File: config.mk
export PLATFORM = sky130hd
export DESIGN_NAME = load_unit
export DESIGN_NICKNAME = d
export VERILOG_FILES = /design/src/rtl/load_unit_pkg.sv /design/src/rtl/load_unit_decoder.sv /design/src/rtl/load_unit.sv
export SDC_FILE = /design/constraint.sdc
export NUM_CORES = 1
export LEC_CHECK = 0
export ABC_AREA = 1
export BUFFER_PORTS_ARGS = -buffer_cell sky130_fd_sc_hd__buf_4
export CELL_PAD_IN_SITES_DETAIL_PLACEMENT = 0
export CELL_PAD_IN_SITES_GLOBAL_PLACEMENT = 1
export CORE_ASPECT_RATIO = 1.4
export CORE_UTILIZATION = 37
export DETAILED_ROUTE_END_ITERATION = 12
export MAX_ROUTING_LAYER = met4
export PLACE_DENSITY_LB_ADDON = 0.1
export SETUP_SLACK_MARGIN = 0.05
export SLEW_MARGIN = 20
export SYNTH_ARGS = -nofsm -noshare
export SYNTH_HDL_FRONTEND = slang
export SYNTH_SLANG_ARGS = --single-unit
File: constraint.sdc
create_clock -name clk -period 2.3 [get_ports clk]
set_clock_uncertainty 0.15 [all_clocks]
set_input_delay 0.46 -clock clk [delete_from_list [all_inputs] [get_ports clk]]
set_output_delay 0.46 -clock clk [all_outputs]
set_load 0.05 [all_outputs]
File: src/rtl/load_unit_pkg.sv
// Shared types for the load path: load operation codes, FSM states and the
// alignment rule applied before a bus read is issued.
package load_unit_pkg;

    localparam int LOAD_OP_WIDTH = 3;

    typedef enum logic [LOAD_OP_WIDTH-1:0] {
        LOAD_OP_LB  = 3'b000,
        LOAD_OP_LH  = 3'b001,
        LOAD_OP_LW  = 3'b010,
        LOAD_OP_LBU = 3'b100,
        LOAD_OP_LHU = 3'b101
    } load_op_e;

    typedef enum logic [1:0] {
        ST_IDLE  = 2'd0,
        ST_REQ   = 2'd1,
        ST_RESP  = 2'd2,
        ST_FAULT = 2'd3
    } state_e;

    // Halves need an even address, words need a word-aligned address.
    function automatic logic is_misaligned(input load_op_e op, input logic [1:0] offset);
        logic fault;
        fault = 1'b0;
        case (op)
            LOAD_OP_LH, LOAD_OP_LHU: fault = offset[0];
            LOAD_OP_LW:              fault = (offset != 2'b00);
            default:                 fault = 1'b0;
        endcase
        return fault;
    endfunction

endpackage

File: src/rtl/load_unit_decoder.sv
// Maps funct3 (or an AMO read phase) onto a load operation code; reserved
// encodings fall back to a word load because they are trapped upstream.
module load_decoder
    import load_unit_pkg::*;
(
    input  logic [2:0]               funct3,
    input  logic                     amo_operation_load,
    output logic [LOAD_OP_WIDTH-1:0] load_op
);

    always_comb begin
        // NOTE: assign a default before the case so no path leaves load_op
        // unassigned; otherwise synthesis infers a latch.
        load_op = LOAD_OP_LW;
        if (!amo_operation_load) begin
            case (funct3)
                3'b000:  load_op = LOAD_OP_LB;
                3'b001:  load_op = LOAD_OP_LH;
                3'b100:  load_op = LOAD_OP_LBU;
                3'b101:  load_op = LOAD_OP_LHU;
                default: load_op = LOAD_OP_LW;
            endcase
        end
    end

endmodule

File: src/rtl/load_unit.sv
// Multicycle load unit: one word-aligned read per load, byte/half/word
// extraction with sign or zero extension, and a registered result with done.
module load_unit
    import load_unit_pkg::*;
#(
    parameter int XLEN = 32  // only 32 is supported
) (
    input  logic            clk,
    input  logic            resetn,
    input  logic            start,
    input  logic [2:0]      funct3,
    input  logic            amo_operation_load,
    input  logic [XLEN-1:0] addr,
    output logic            busy,
    output logic            mem_valid,
    output logic [XLEN-1:0] mem_addr,
    input  logic            mem_ready,
    input  logic [XLEN-1:0] mem_rdata,
    output logic [XLEN-1:0] result,
    output logic            done,
    output logic            misaligned
);

    state_e                   state;
    state_e                   state_next;
    logic [LOAD_OP_WIDTH-1:0] dec_op_raw;
    load_op_e                 dec_op;
    load_op_e                 op_q;
    logic [1:0]               offset_q;
    logic                     accept;
    logic [7:0]               byte_sel;
    logic [15:0]              half_sel;
    logic [XLEN-1:0]          load_data;

    load_decoder u_decoder (
        .funct3             (funct3),
        .amo_operation_load (amo_operation_load),
        .load_op            (dec_op_raw)
    );

    assign dec_op = load_op_e'(dec_op_raw);
    assign accept = (state == ST_IDLE) && start;

    // State register
    always_ff @(posedge clk or negedge resetn) begin
        // NOTE: sequential state uses non-blocking assignments so every
        // register samples the pre-edge values regardless of block order.
        if (!resetn) state <= ST_IDLE;
        else         state <= state_next;
    end

    // Next-state logic
    always_comb begin
        state_next = state;
        case (state)
            ST_IDLE:  if (start) state_next = is_misaligned(dec_op, addr[1:0]) ? ST_FAULT : ST_REQ;
            ST_REQ:   if (mem_ready) state_next = ST_RESP;
            ST_RESP:  state_next = ST_IDLE;
            ST_FAULT: state_next = ST_IDLE;
            default:  state_next = ST_IDLE;
        endcase
    end

    // Outputs decode straight from state, so an async reset drops them at once.
    always_comb begin
        busy       = (state != ST_IDLE);
        mem_valid  = (state == ST_REQ);
        done       = (state == ST_RESP) || (state == ST_FAULT);
        misaligned = (state == ST_FAULT);
    end

    always_comb begin
        byte_sel  = mem_rdata[{offset_q, 3'b000} +: 8];
        half_sel  = mem_rdata[{offset_q[1], 4'b0000} +: 16];
        load_data = mem_rdata;
        case (op_q)
            LOAD_OP_LB:  load_data = {{(XLEN-8){byte_sel[7]}}, byte_sel};
            LOAD_OP_LBU: load_data = {{(XLEN-8){1'b0}}, byte_sel};
            LOAD_OP_LH:  load_data = {{(XLEN-16){half_sel[15]}}, half_sel};
            LOAD_OP_LHU: load_data = {{(XLEN-16){1'b0}}, half_sel};
            default:     load_data = mem_rdata;
        endcase
    end

    // Request context is captured on accept; result only moves on a real response.
    always_ff @(posedge clk or negedge resetn) begin
        if (!resetn) begin
            op_q     <= LOAD_OP_LW;
            offset_q <= 2'b00;
            mem_addr <= '0;
            result   <= '0;
        end else begin
            if (accept) begin
                op_q     <= dec_op;
                offset_q <= addr[1:0];
                mem_addr <= {addr[XLEN-1:2], 2'b00};
            end
            if ((state == ST_REQ) && mem_ready) begin
                result <= load_data;
            end
        end
    end

endmodule
### After elaboration in Yosys (flattened, before gate mapping)

Index checks and enable logic that the tools add are counted.

| operators by class | value |
|---|---|
| equality and inequality tests | 14 |
| shifts and indexed selects | 2 |
| mux-type cells | 10 |
| reductions and logical operators | 11 |

Operator list:

| operator | count |
|---|---|
| 32-bit one-hot mux with 4 select lines | 1 |
| 32-bit by 6-bit variable part select with 16-bit output | 1 |
| 32-bit by 6-bit variable part select with 8-bit output | 1 |
| 3-bit equality test, second input constant | 5 |
| 3-bit one-hot mux with 4 select lines | 1 |
| 3-bit by 1-bit equality test with 1-bit output, second input constant | 3 |
| 3-bit logical NOT | 2 |
| 2-bit 2-to-1 mux | 3 |
| 2-bit one-hot mux with 3 select lines | 1 |
| 2-bit equality test, second input constant | 2 |
| 2-bit nonzero test | 2 |
| 2-bit OR reduction | 2 |
| 3-bit by 2-bit equality test with 1-bit output, second input constant | 1 |
| 3-bit 2-to-1 mux | 1 |
| 2-bit by 1-bit equality test with 1-bit output, second input constant | 1 |
| 1-bit logical AND | 2 |
| 2-bit logical NOT | 1 |
| 1-bit 2-to-1 mux | 2 |
| 2-bit by 1-bit != test with 1-bit output, second input constant | 1 |
| 2-bit != test, second input constant | 1 |
| 1-bit one-hot mux with 2 select lines | 1 |
| 2-bit AND reduction | 1 |
| 1-bit logical OR | 1 |

| word-level totals | value |
|---|---|
| flip-flop bits (word level) | 69 |
| input port bits | 72 |
| logic and storage cells | 42 |

### Depth between registers and ports, before layout

Gate-level depths: netlist (run 1).

| logic depth | value |
|---|---|
| depth after elaboration | 11 |
| gate-level depth with buffers | 9 |

### Cells and area by module

A second synthesis (run 1) with hierarchy kept.

| second synthesis, totals | value |
|---|---|
| cells, all modules | 430 |
| area total of the unflattened synthesis | 3736.1 um^2 |

Modules (own cells, without submodules):

| module | times used | cells an instance | area each (um^2) |
|---|---|---|---|
| load_unit | 1 | 424 | 3711.1 |
| load_decoder | 1 | 6 | 25.0 |

### Worst setup path after synthesis (run 1)

OpenSTA, ideal clock, no wires.

| path | value |
|---|---|
| kind | register to register |
| from | register state[1] |
| to | register result[27] |
| setup time | 113 ps |
| arrival | 1272 ps |
| data required time | 2037 ps |
| setup slack | 765 ps |
| cell stages (with the launch flop) | 10 |
| buffers on the path | 1 |
| period minus slack after synthesis | 1535 ps |
| cells stage by stage | dfrtp_1 -> inv_2 -> nand2_4 -> inv_2 -> nand2_2 -> buf_6 -> a21oi_1 -> nand3_1 -> nand2_1 -> inv_1 |

| on the way | value |
|---|---|
| word-level cells in the longest chain between the ends | 2 |

RTL lines:

| what | RTL line | text |
|---|---|---|
| start: declaration | load_unit.sv:24 | `state_e state;` |
| start signal: assignment | load_unit.sv:49 | `else state <= state_next;` |
| 2-bit by 1-bit equality test with 1-bit output | - |  |
| via mem_valid | load_unit.sv:15 | `output logic mem_valid,` |
| 1-bit logical AND | load_unit.sv:98 | `if ((state == ST_REQ) && mem_ready) begin` |
| end signal: assignment | load_unit.sv:99 | `result <= load_data;` |
| end: declaration | load_unit.sv:19 | `output logic [XLEN-1:0] result,` |

The timed path passes the listed nets, and every way through them passes these cells.
A chain may end at the register's enable or synchronous reset.

### Worst setup path in the final report (run 1)

| path | value |
|---|---|
| from | register offset_q[1] |
| to | register result[19] |

| on the way | value |
|---|---|
| word-level cells in the longest chain between the ends | 2 |

RTL lines:

| what | RTL line | text |
|---|---|---|
| start: declaration | load_unit.sv:29 | `logic [1:0] offset_q;` |
| start signal: assignment | load_unit.sv:95 | `offset_q <= addr[1:0];` |
| 32-bit by 6-bit variable part select with 16-bit output or 32-bit by 6-bit variable part select with 8-bit output (tied branches) | load_unit.sv:74, load_unit.sv:73 |  |
| 32-bit one-hot mux with 4 select lines * | load_unit.sv:76 | `case (op_q)` |

Mark *: on every way between the ends. The rest lies on a longest branch, timed or not.

==> flow_summary_export.csv, run 1 <==
group,metric,value,unit
logic_synthesis,synth_top_family_by_area,"simple AND/OR/NAND/NOR gates",
placed_design,place_hpwl,6.93,mm
routing,drt_first_pass_iters,4,
global_route,track_usage,20.8,%
sta,setup_violations,0,
critical_path,timing.rr.end,"result[19]$_DFFE_PN0P_",
cells_and_area,fill_cells,965,
clock_network,cts.sinks,69,
clock_network,clkLatencyLatePin,0.33,ns
critical_path,cp-endpoint,"result[19]$_DFFE_PN0P_",
cells_and_area,seqCellArea,1730,um2
sta,fmax,524,MHz
cells_and_area,layout_commonest_cell,"nand2_1",
cells_and_area,multi_input_area,1480,um2
critical_path,rr_worst_depth,8,
logic_synthesis,yosysUniqueCellTypes,30,
clock_network,cts.path.max_buffers,2,
clock_network,cts_root_buf,"clkbuf_16",
pwr,p_leak,2.71,nW
clock_network,htree_levels,3,
critical_path,start_kind,"flop",
routing,wire_per_inst,13.7,um
clock_network,cts_tree,"built",
floorplan,fp.dieH,119,um
floorplan,core,9460,um2
sta,min_period,1.91,ns
logic_synthesis,synthSimpleGateAreaFrac,32.3,%
run,cap_violations,0,
routing,antenna_left,0,
routing,vias,3295,
placed_design,place.gp.congestion,0.789,
global_route,grt_pass1_wl,15.8,mm
critical_path,path_class,"flop to flop",
global_route,grt_max_degree,42,
cells_and_area,insertedDiodeCount,0,
sta,grt_setup_unrepaired,"false",
floorplan,dieArea,10100,um2
cells_and_area,stdcell_area,4930,um2
logic_synthesis,yosys.area_share.adder,0,%
outcome,outcome,"finished, final reports clean",
critical_path,cp-startpoint,"offset_q[1]$_DFFE_PN0P_",
sta,report.final.slew_viol_count,0,
logic_synthesis,synth_xor_area_share,0,%
routing,routed_via_density,4.67,
sta,worstMarginPinSlew,0.677,ns
routing,wl,9.68,mm
global_route,grt-ovfl-total,0,
logic_synthesis,netlist_area,3590,um2
critical_path,r2r_slack,0.39,ns
hold_path,worstHoldPathType,"primary input to flop",
logic_synthesis,synthMuxAreaShare,0,%
pwr,vdd.ir_drop.worst,0.871,mV
logic_synthesis,yosysWarnings,0,
pwr,powerDensity,1710,nW/um2
logic_synthesis,syn-instance-count,460,
cells_and_area,fin_nets,662,
cells_and_area,layout-drive-gt1-share,34.3,%
floorplan,rows,42,
floorplan,num_io_pins,140,
placed_design,port_buffers,137,
cells_and_area,final_cell_mix,"186 x nand2_1, 140 x buf_4, 68 x dfrtp_1",
routing,drc_errors,0,
placed_design,placed_cell_area,4630,um2
logic_synthesis,synth_compound_area_share,8.67,%
routing,drt_iter0_drc,203,
sta,max_slew_margin,54.7,%
clock_network,cts_buffers,9,
critical_path,required,2.41,ns
floorplan,die_x,85.3,um
global_route,grt_pass1_vias,3302,
logic_synthesis,ys_ff_latch,69,
cells_and_area,area_growth_syn_to_layout,37.3,%
sta,period_share,82.9,%
critical_path,critPathCaptureType,"flop",
logic_synthesis,synth-seq-area-share,48.1,%
sta,finalSetupTns,0,ns
critical_path,cp_max_fo,24,
pwr,finalPower,8.44,mW
sta,hold_violations,0,
clock_network,cts.clk_slew.worst_paths,0.06,ns
logic_synthesis,avgSynthCellArea,7.81,um2
global_route,antenna_found_initial,0,
floorplan,initial_core_util,38.0,%
critical_path,worstPathArrival,2.02,ns
clock_network,cts_resized,0,
critical_path,r2r_start,"offset_q[1]$_DFFE_PN0P_",
[cell type report]
cell class	count	area share, %
well taps	110	2.79
repair buffers	143	22.3
multi-input cells	319	30.0
flip-flops and latches	69	35.0
clock buffers	12	5.00
inverters	48	3.91
clock inverters	4	0.964
[per-stage QoR]
stage	util [%]	hold WS, ns	cells	setup slack [ns]
6_report	52.1	0.172	705	0.393
5_1_grt	52.1	0.165	705	0.204
3_3_place_gp	48.9	0.275	688	0.479
4_1_cts	52.1	0.163	705	0.401
3_5_place_dp	48.9	0.274	688	0.425
2_1_floorplan	-	0.0144	461	0.765
[layer usage]
metal | global-route usage [%] | vias up | part of all wire, %
met5 | - | - | 0
met4 | 6.46 | 0 | 0.75
met3 | 3.98 | 9 | 4.6
met2 | 34.6 | 102 | 52
met1 | 25.5 | 1519 | 42
li1 | - | 1665 | -
[worst min path at each step]
stage | slack [ns] | cells past startpoint | from | to
after global routing | 0.16 | 3 | addr[14] | mem_addr[14]$_DFFE_PN0P_
after floorplan | 0.01 | 0 | resetn | mem_addr[10]$_DFFE_PN0P_
after CTS | 0.16 | 3 | addr[29] | mem_addr[29]$_DFFE_PN0P_
after global placement | 0.27 | 1 | resetn | result[12]$_DFFE_PN0P_
final | 0.17 | 3 | addr[5] | mem_addr[5]$_DFFE_PN0P_
after detailed placement | 0.27 | 1 | resetn | result[13]$_DFFE_PN0P_
[where the power goes]
| group | switching, mW | internal (mW) |
|---|---|---|
| clock network | 0.506 | 0.865 |
| registers | 0.419 | 1.81 |
| logic | 3.39 | 1.45 |
[logic make-up after synthesis]
group / after synthesis
flip-flops: 69
other: 1
AND/OR/NAND/NOR: 259
AO/OA/AOI/OAI: 58
buffers and inverters: 73
[cells in the mapped netlist]
library cell / n / area share [%]
buf_6: 8 / 2.5
or2_2: 15 / 2.6
buf_2: 8 / 1.1
conb_1: 1 / 0.10
buf_4: 3 / 0.63
clkbuf_8: 1 / 0.38
nand3_1: 18 / 2.5
dfstp_2: 1 / 0.73
a21boi_0: 1 / 0.21
nand3_2: 7 / 2.0
o21a_1: 1 / 0.21
nand2_8: 1 / 0.56
or2_1: 2 / 0.35
clkinv_8: 1 / 0.45
nand2_4: 4 / 1.3
o21ai_1: 6 / 0.84
nand2_1: 186 / 19
o21ai_0: 17 / 2.4
buf_8: 1 / 0.42
a21oi_2: 4 / 0.98
nor2_1: 17 / 1.8
dfrtp_1: 68 / 47
nor2_4: 2 / 0.63
nor2_2: 1 / 0.17
o22ai_1: 1 / 0.17
a21oi_1: 28 / 3.9
clkbuf_1: 4 / 0.42
inv_1: 41 / 4.3
nand2_2: 6 / 1.0
inv_2: 6 / 0.63
[sequential cells by signal, summed over array words and instances, names as in the netlist]
| name | cells |
|---|---|
| op_q | 3 |
| mem_addr | 30 |
| result | 32 |
| state | 2 |
| offset_q | 2 |
[repair_timing]
action	CTS	global route
endpoints found under the hold margin	28	0
buffers inserted	0	0
hold buffers	1	0
[critical path, cell delays in order, from the launching register on]
cell and delay (ns):
dfrtp_1 0.76, inv_1 0.18, nand2_1 0.15, nand3_2 0.08, nand2_2 0.10, nand2_4 0.19, nand3_1 0.13, nand2_1 0.06
inv_1 0.05
Note: power is estimated with default switching activity, not from simulation.
==> run 2, diff against run 1 <==
--- a/config.mk
+++ b/config.mk
@@ -5,12 +5,12 @@
 export SDC_FILE = /design/constraint.sdc
 export NUM_CORES = 1
 export LEC_CHECK = 0
-export ABC_AREA = 1
+export ABC_AREA = 0
 export BUFFER_PORTS_ARGS = -buffer_cell sky130_fd_sc_hd__buf_4
 export CELL_PAD_IN_SITES_DETAIL_PLACEMENT = 0
 export CELL_PAD_IN_SITES_GLOBAL_PLACEMENT = 1
 export CORE_ASPECT_RATIO = 1.4
-export CORE_UTILIZATION = 37
+export CORE_UTILIZATION = 35
 export DETAILED_ROUTE_END_ITERATION = 12
 export MAX_ROUTING_LAYER = met4
 export PLACE_DENSITY_LB_ADDON = 0.1
==> constraint.sdc (replaced) <==
create_clock -name clk -period 1.9 [get_ports clk]
set_clock_uncertainty 0.15 [all_clocks]
set_input_delay 0.38 -clock clk [delete_from_list [all_inputs] [get_ports clk]]
set_output_delay 0.38 -clock clk [all_outputs]
set_load 0.05 [all_outputs]
==> run 2 against run 1 <==
Net effect: the run now ends with design-rule violations left; clock-buffer cell count fell by 2; register-to-register slack worse by 0.31 ns; sequential share of layout area grew 0.43 points; routed wire length shrank 0.27%; setup slack lost 0.31 ns; global-route usage rose by 0.23 points; final area is 1.2% lower; cell count decreased by 19%; combinational power increased by 29%; fmax up 4.9%; power increased by 25%.
==> flow_summary_export.csv, run 2 <==
group,metric,value,unit
outcome,outcome,"complete, but fails checks",
outcome,violations,"design-rule violations",
routing,routed_via_density,5.17,
clock_network,htree_levels,3,
global_route,track_usage,21.0,%
sta,setup_violations,0,
clock_network,cts.sinks,69,
global_route,grt_max_degree,42,
global_route,grt_pass1_vias,3166,
logic_synthesis,yosysWarnings,0,
logic_synthesis,netlist_area,3330,um2
clock_network,cts_buffers,9,
sta,period_share,95.7,%
sta,hold_ws,0.127,ns
routing,wire_per_inst,16.8,um
floorplan,core,9130,um2
routing,drt_first_pass_iters,8,
logic_synthesis,synth.most_common_cell,"dfrtp_1",
logic_synthesis,async_reset_ff_share,100,%
logic_synthesis,ys_ff_latch,69,
sta,hold_violations,0,
sta,worst_slack,0.0824,ns
floorplan,die_x,84.4,um
logic_synthesis,synthTopCellsByArea,"dfrtp_1 51%, mux2_2 11%, a21oi_1 4.7%",
floorplan,fp.dieH,117,um
critical_path,crit_slowest_cell,"mux4_2",
logic_synthesis,synth-seq-area-share,51.9,%
cells_and_area,layout_top_registers,"result: 32 flops, mem_addr: 30 flops, op_q: 3 flops",
sta,worstMarginPinSlew,0.532,ns
cells_and_area,seqCellArea,1730,um2
run,cap_violations,0,
critical_path,slowest_delay,0.52,ns
cells_and_area,multi_input_area,1470,um2
cells_and_area,top_register,"result",
cells_and_area,insertedDiodeCount,0,
critical_path,path_buf_inv,1,
sta,max_slew_margin,64.5,%
clock_network,cts.clk_slew.worst_paths,0.05,ns
placed_design,place_hpwl,7.11,mm
logic_synthesis,yosysUniqueCellTypes,40,
sta,grt_setup_unrepaired,"true",
cells_and_area,layout-drive-gt1-share,45.8,%
sta,finalSetupTns,0,ns
placed_design,dp_cells,554,
sta,fmax,550,MHz
critical_path,cp_top_family,"multiplexers",
logic_synthesis,synth.largest_area_cell,"dfrtp_1",
placed_design,dp_slack,-0.0270,ns
critical_path,worstPathArrival,1.86,ns
cells_and_area,fill_cells,865,
critical_path,start_kind,"flop",
hold_path,worstHoldPathType,"primary input to flop",
cells_and_area,area_growth_syn_to_layout,46.4,%
global_route,grt_pass1_wl,15.8,mm
critical_path,path_cells,"mux4_2 > and2_4 > nor3b_4 > buf_12 > a221oi_1",
sta,min_period,1.82,ns
floorplan,initial_core_util,36.4,%
logic_synthesis,avgSynthCellArea,10.4,um2
clock_network,cts_tree,"built",
logic_synthesis,synth-edff-count,0,
cells_and_area,final_cell_mix,"151 x buf_4, 68 x dfrtp_1, 37 x nand2_1",
cells_and_area,stdcell_area,4870,um2
clock_network,cts_root_buf,"clkbuf_16",
routing,drt_iter0_drc,134,
routing,antenna_left,0,
pwr,powerDensity,2170,nW/um2
routing,drc_errors,11,
global_route,grt-ovfl-total,0,
clock_network,cts.path.max_buffers,2,
pwr,finalPower,10.6,mW
clock_network,clkLatencyLatePin,0.33,ns
global_route,antenna_found_initial,0,
floorplan,dieArea,9910,um2
cells_and_area,largest_reg_flops,32,
logic_synthesis,syn-instance-count,321,
logic_synthesis,yosysTopAreaCellShare,51.1,%
routing,wl,9.66,mm
cells_and_area,stdcell_count,574,
pwr,vdd.ir_drop.worst,1.22,mV
critical_path,path_class,"flop to flop",
pwr,p_leak,2.29,nW
routing,vias,2966,
placed_design,port_buffers,137,
critical_path,required,1.94,ns
floorplan,rows,41,
placed_design,place.gp.congestion,0.847,
logic_synthesis,ys_top_cells_by_count,"68 x dfrtp_1, 38 x nand2_1, 33 x mux2_2",
critical_path,cp_max_fo,16,
floorplan,num_io_pins,140,
cells_and_area,layout_commonest_cell,"buf_4",
cells_and_area,fin_nets,534,
sta,report.final.slew_viol_count,0,
placed_design,placed_cell_area,4540,um2
critical_path,critPathCaptureType,"flop",
cells_and_area,postLayoutCoreUtil,53.4,%
logic_synthesis,synth_flop_cell,"dfrtp_1",
## run 2: cell count changes after synthesis, moves of 15 or more
cell	delta
a221oi_1	+16
inv_1	-37
mux2_2	+33
nand2_1	-148
nand3_1	-16
nor2_1	+15
## run 2: metal layers
layer	GRT usage, %	share of wire, %	vias up
met5	-	0	-
met4	6.46	1.4	0
met3	5.07	5.8	10
met2	34.9	50	108
met1	25.2	42	1425
li1	-	-	1423
## run 2: tightest hold or removal path: stages
cell and delay (ns):
buf_4 0.09, nand2_1 0.04, o21ai_0 0.06
## run 2: report_power, final
group | total, mW | internal (mW) | switching, mW
combinational | 6.23 | 2.18 | 4.06
clock | 1.65 | 1.01 | 0.640
sequential | 2.69 | 2.22 | 0.470
total | 10.6 | 5.41 | 5.17
## run 2: area by class of cell
class                      count  area share [%]
inverter                       5           0.462
multi-input combinational    221            30.2
tap                          107            2.75
clock buffer                  10            4.70
sequential                    69            35.5
clock inverter                 6            1.31
timing repair buffer         156            25.1
## run 2: timing repair
action / in CTS / in global routing
setup endpoints to repair: 16 / 21
gates resized for setup: 1 / 1
hold buffers: 1 / 0
cloned: 0 / 0
buffers inserted: 1 / 2
hold endpoints to repair: 37 / 0
## run 2: kinds of logic (layout without fill, tap and decap cells)
group | count (synthesis) | count (layout) | share of synthesized area, %
and+or+nand+nor | 97 | 97 | 13.8
AOI/OAI and AO/OA | 86 | 86 | 17.0
DFF | 69 | 69 | 51.9
muxes | 36 | 36 | 12.8
buffers and inverters | 32 | 177 | 4.32
other | 1 | 2 | 0.113
## run 2: worst paths after layout
path                                    startpoint                      end  slack, ns  cells after the start
max in group asynchronous                   resetn      op_q[2]$_DFFE_PN0P_       0.61                      3
min reg2reg                  result[8]$_DFFE_PN0P_    result[8]$_DFFE_PN0P_       0.35                      2
min                                        addr[1]  offset_q[1]$_DFFE_PN0P_       0.13                      3
max                        offset_q[0]$_DFFE_PN0P_   result[17]$_DFFE_PN0P_       0.08                      5
max reg2reg                offset_q[0]$_DFFE_PN0P_   result[17]$_DFFE_PN0P_       0.08                      5
min in group asynchronous                   resetn  mem_addr[3]$_DFFE_PN0P_       0.46                      2
